`src/rtl/arb_pkg.sv`:
```
// Shared arbitration types: FSM state encoding and one-hot to binary index helper.
package arb_pkg;

  typedef enum logic {
    IDLE    = 1'b0,
    GRANTED = 1'b1
  } arb_state_e;

  // Widest one-hot vector the index helper accepts; callers zero-extend to this.
  localparam int unsigned ONEHOT_MAX_W = 256;

  function automatic int unsigned onehot_to_idx(input logic [ONEHOT_MAX_W-1:0] oh);
    int unsigned idx;
    idx = 0;
    for (int unsigned i = 0; i < ONEHOT_MAX_W; i++) begin
      if (oh[i]) idx |= i;
    end
    return idx;
  endfunction

endpackage

```
`src/rtl/rr_arbiter_bitscan.sv`:
```
// Combinational lowest-set-bit isolate: returns a one-hot of the lowest set request bit.
module rr_arbiter_bitscan #(
  parameter int unsigned WIDTH = 16
) (
  input  logic [WIDTH-1:0] req,
  output logic [WIDTH-1:0] lowest_c,
  output logic             any_c
);

  // Two's-complement trick keeps only the lowest set bit.
  assign lowest_c = req & (~req + WIDTH'(1));
  assign any_c    = |req;

endmodule

```
`src/rtl/rr_arbiter.sv`:
```
// Round-robin arbiter with registered one-hot grant, owner release and optional hold limit.
module rr_arbiter
  import arb_pkg::*;
#(
  parameter int unsigned WIDTH    = 16,
  parameter int unsigned IDX_W    = $clog2(WIDTH),
  parameter int unsigned MAX_HOLD = 0,
  parameter int unsigned CNT_W    = (MAX_HOLD > 1) ? $clog2(MAX_HOLD + 1) : 1
) (
  input  logic             clk,
  input  logic             rst,
  input  logic [WIDTH-1:0] req,
  input  logic             done,
  output logic [WIDTH-1:0] grant,
  output logic [IDX_W-1:0] grant_idx,
  output logic             busy,
  output logic             timeout
);

  localparam bit              HOLD_EN   = (MAX_HOLD != 0);
  localparam logic [CNT_W-1:0] HOLD_LAST = HOLD_EN ? CNT_W'(MAX_HOLD - 1) : '0;

  arb_state_e       state_q, state_d;
  logic [WIDTH-1:0] grant_q, grant_d;
  logic [WIDTH-1:0] mask_q, mask_d;
  logic [IDX_W-1:0] idx_q, idx_d;
  logic [CNT_W-1:0] hold_q, hold_d;
  logic             busy_q, busy_d;
  logic             timeout_q, timeout_d;

  logic [WIDTH-1:0] masked_req_c;
  logic [WIDTH-1:0] masked_win_c;
  logic [WIDTH-1:0] raw_win_c;
  logic [WIDTH-1:0] winner_c;
  logic             masked_any_c;
  logic             raw_any_c;
  logic             owner_req_c;
  logic             at_limit_c;
  logic             release_c;

  assign masked_req_c = req & mask_q;

  rr_arbiter_bitscan #(.WIDTH(WIDTH)) u_scan_masked (
    .req      (masked_req_c),
    .lowest_c (masked_win_c),
    .any_c    (masked_any_c)
  );

  rr_arbiter_bitscan #(.WIDTH(WIDTH)) u_scan_raw (
    .req      (req),
    .lowest_c (raw_win_c),
    .any_c    (raw_any_c)
  );

  // Masked candidates win; an empty masked set wraps back to the lowest raw request.
  always_comb begin
    winner_c    = masked_any_c ? masked_win_c : raw_win_c;
    owner_req_c = |(req & grant_q);
    at_limit_c  = HOLD_EN && (hold_q == HOLD_LAST);
    release_c   = done || !owner_req_c || at_limit_c;

    state_d   = state_q;
    grant_d   = grant_q;
    mask_d    = mask_q;
    idx_d     = idx_q;
    hold_d    = hold_q;
    busy_d    = busy_q;
    timeout_d = 1'b0;

    case (state_q)
      IDLE: begin
        if (raw_any_c) begin
          state_d = GRANTED;
          grant_d = winner_c;
          idx_d   = IDX_W'(onehot_to_idx(ONEHOT_MAX_W'(winner_c)));
          busy_d  = 1'b1;
          // Next priority starts strictly above the winner; MSB winner leaves mask empty.
          mask_d  = ~(winner_c | (winner_c - WIDTH'(1)));
          hold_d  = '0;
        end
      end
      GRANTED: begin
        if (release_c) begin
          state_d   = IDLE;
          grant_d   = '0;
          idx_d     = '0;
          busy_d    = 1'b0;
          timeout_d = at_limit_c && !done && owner_req_c;
        end else if (hold_q != '1) begin
          hold_d = hold_q + CNT_W'(1);
        end
      end
      default: begin
        state_d = IDLE;
        grant_d = '0;
        idx_d   = '0;
        busy_d  = 1'b0;
      end
    endcase
  end

  always_ff @(posedge clk) begin
    if (rst) begin
      state_q   <= IDLE;
      grant_q   <= '0;
      mask_q    <= '1;
      idx_q     <= '0;
      hold_q    <= '0;
      busy_q    <= 1'b0;
      timeout_q <= 1'b0;
    end else begin
      state_q   <= state_d;
      grant_q   <= grant_d;
      mask_q    <= mask_d;
      idx_q     <= idx_d;
      hold_q    <= hold_d;
      busy_q    <= busy_d;
      timeout_q <= timeout_d;
    end
  end

  assign grant     = grant_q;
  assign grant_idx = idx_q;
  assign busy      = busy_q;
  assign timeout   = timeout_q;

endmodule

```
`config.mk`:
```
export PLATFORM = sky130hd
export DESIGN_NAME = rr_arbiter
export DESIGN_NICKNAME = d
export VERILOG_FILES = /design/src/rtl/arb_pkg.sv /design/src/rtl/rr_arbiter_bitscan.sv /design/src/rtl/rr_arbiter.sv
export SDC_FILE = /design/constraint.sdc
export NUM_CORES = 1
export LEC_CHECK = 0
export CORE_MARGIN = 4
export CORE_UTILIZATION = 52
export DETAILED_ROUTE_END_ITERATION = 6
export PLACE_DENSITY = 0.84
export SYNTH_ARGS = -nofsm -noshare
export SYNTH_HDL_FRONTEND = slang
export SYNTH_SLANG_ARGS = --single-unit
```
`constraint.sdc`:
```
create_clock -name clk -period 3.2 [get_ports clk]
set_clock_uncertainty 0.15 [all_clocks]
set_input_delay 0.64 -clock clk [delete_from_list [all_inputs] [get_ports clk]]
set_output_delay 0.64 -clock clk [all_outputs]
set_load 0.005 [all_outputs]
```
==> results.py <==
metrics = {
    "clock_tree": {
        "cts_setup_buffers": 0,
        "cts_buffer_depth": 2,
        "holdBufCountCts": 0,
        "root_buffer": "clkbuf_8",
        "path_clk_slew_ns": 0.07,
        "cts_resized": 0,
        "cts_tree": "yes",
        "cts_sinks": 38,
        "cts_made_buffers": 5,
        "clkLatencyLatePin_ns": 0.29,
        "htreeDepth": 2,
    },
    "logic_synthesis": {
        "synth_top_area_share_pct": 35.5,
        "synth-compound-area-share_pct": 30.7,
        "yosys.area_share.simple_pct": 28.5,
        "synth_fp_nets": 280,
        "synth.distinct_cells": 56,
        "synth.largest_area_cell": "dfxtp_1",
        "syn_area_per_cell_um2": 8.22,
        "synthAdderAreaFrac_pct": 0,
        "yosysMostFrequentCell": "dfxtp_1",
        "async_reset_ff_share_pct": 0,
        "synth_edf_count": 0,
        "synth_seq_cells": 38,
        "synth_area_um2": 2150,
        "synth_mux_area_share_pct": 0,
        "yosys-top-cells-area": "dfxtp_1, nand2_1, nor2_1",
        "synth-xor-area-share_pct": 0,
        "ys_seq_area_share_pct": 35.5,
        "yosys_warnings": 0,
        "synth_top_family_by_area": "compound AO/OA/AOI/OAI gates",
        "synthCells": 261,
        "synth_common_cells": "dfxtp_1, nand2_1, nor2_1",
        "ys.flop_type": "dfxtp_1",
    },
    "timing": {
        "worst_slack_ns": 0.212,
        "max_freq_mhz": 335,
        "hold_viol": 0,
        "period_needed_ns": 2.99,
        "final-setup-viol-count": 0,
        "rsz0062_at_grt": "false",
        "drv_slew": 0,
        "whs_ns": 0.309,
        "fin_crit_sh_pct": 93.4,
    },
    "worst_setup_path": {
        "critPathCaptureType": "flop",
        "crit_path_max_incr_delay_ns": 0.56,
        "crit_chain": "clkdlybuf4s50_1 > or4_1 > or3_4 > nor4_4 > nor2b_1 > nor2_1 > buf_12 > a22oi_1 > nor2_1",
        "crit_type": "input pin to flop",
        "startpoint_type": "input pin",
        "required_ns": 3.22,
        "path_common_cell": "nor2_1",
        "slowest_stage": "or4_1",
        "worst-path-buf-inv": 2,
        "critPathMaxFanout": 13,
        "crit_arrival_ns": 3.01,
        "critPathTopFamily": "simple AND/OR/NAND/NOR gates",
    },
    "route": {
        "routed_wl_mm": 7.23,
        "first_pass_iters": 6,
        "viasPerCell": 6.37,
        "drtAntennaViolNets": 0,
        "drc": 0,
        "via_count": 2522,
        "first_iter_violations": 257,
        "routedWlPerCell_um": 18.3,
    },
    "global_routing": {
        "grt_max_degree": 39,
        "antenna_found_initial": 0,
        "grt_pass1_wl_mm": 11.8,
        "grt_pass1_vias": 2477,
        "grt.total_usage_pct": 29.1,
        "overflow": 0,
    },
    "run_status": {
        "outcome": "finished, final reports clean",
    },
    "placed_design": {
        "dpl_cell_area_um2": 2960,
        "dp_slack_ns": -0.0810,
        "place_congestion": 0.995,
        "placed_cells": 389,
        "dpl.hpwl_mm": 5.50,
        "port_buffers": 39,
    },
    "cells_and_area": {
        "antenna_cells": 0,
        "area.sequential_um2": 761,
        "layout.cells.non_filler": 396,
        "nets": 365,
        "fillers": 293,
        "final_cell_area_um2": 3040,
        "area_growth_pct": 41.7,
        "drive_above_1_share_pct": 20.8,
        "multi_input_area_um2": 1270,
        "postLayoutCoreUtil_pct": 76.0,
    },
    "power": {
        "p_leak_nw": 1.28,
        "powerDensity_nw_per_um2": 371,
        "peakVddDrop_mv": 0.347,
    },
    "floorplan": {
        "die_w_um": 72.2,
        "ios": 41,
        "start_util_pct": 53.6,
        "dieArea_um2": 5220,
        "die_h_um": 72.2,
        "placementRows": 23,
        "design.core.area_um2": 4000,
    },
    "min_path": {
        "min_path_type": "flop to flop",
    },
    "run": {
        "drv_cap": 0,
    },
}
[per-stage QoR]
| stage | setup TNS [ns] | total power [mW] |
|---|---|---|
| 2_1_floorplan | 0 | 0.673 |
| 6_report | 0 | 1.13 |
| 3_3_place_gp | -0.0164 | 0.809 |
| 3_5_place_dp | -0.723 | 0.815 |
| 4_1_cts | 0 | 1.13 |
| 5_1_grt | 0 | 1.17 |
[kinds of logic after synthesis]
family | after synthesis
flops | 38
buf+inv | 20
compound gates | 89
other cells | 1
simple gates | 113
[final timing paths]
| check | from | to | slack, ns | depth (start not counted) |
|---|---|---|---|---|
| max | req[7] | grant[7] | 0.21 | 9 |
| min | grant_idx[2] | grant_idx[2] | 0.31 | 2 |
| max reg2reg | mask_q[1] | mask_q[9] | 0.69 | 10 |
| min reg2reg | grant_idx[2] | grant_idx[2] | 0.31 | 2 |
[per-layer routing]
metal	vias up	GRT usage (%)	share of wire, %
met1	1180	37.6	42
met3	24	7.48	10
met5	-	0	0
li1	1166	-	-
met2	152	46.6	46
met4	0	11.3	2.5
[cell type report]
cell class                      instances  share of cell area (%)
Clock buffer                            5                    2.26
Clock inverter                          2                   0.329
Inverter                                5                   0.617
Multi-Input combinational cell        203                    41.9
Sequential cell                        38                    25.0
Tap cell                               50                    2.06
Timing Repair Buffer                   93                    27.8
[power breakdown]
part | internal (mW) | switching [mW]
combinational | 0.149 | 0.140
clock | 0.146 | 0.167
sequential | 0.500 | 0.0250
[worst register-to-register path: cells and delay by family (launching register included)]
| family | cells | cell delay [ns] |
|---|---|---|
| simple gates | 4 | 0.60 |
| buf+inv | 3 | 0.56 |
| compound gates | 3 | 0.76 |
| flops | 1 | 0.35 |
[flip-flops by register name (all words and copies together), names as in the netlist]
| name | count |
|---|---|
| grant_idx | 4 |
| busy | 1 |
| mask_q | 16 |
| state_q | 1 |
| grant | 16 |
[placed cells by master, fill, tap and decap left out, types with 6 or more instances in the layout]
master,instances
buf_4,50
clkdlybuf4s50_1,39
dfxtp_1,38
nand2_1,32
nor2_1,31
a21oi_1,19
a2bb2oi_1,11
a22oi_1,8
o21ai_0,8
nand4_1,7
nand3_1,6
Note: power is estimated with default switching activity, not from simulation.
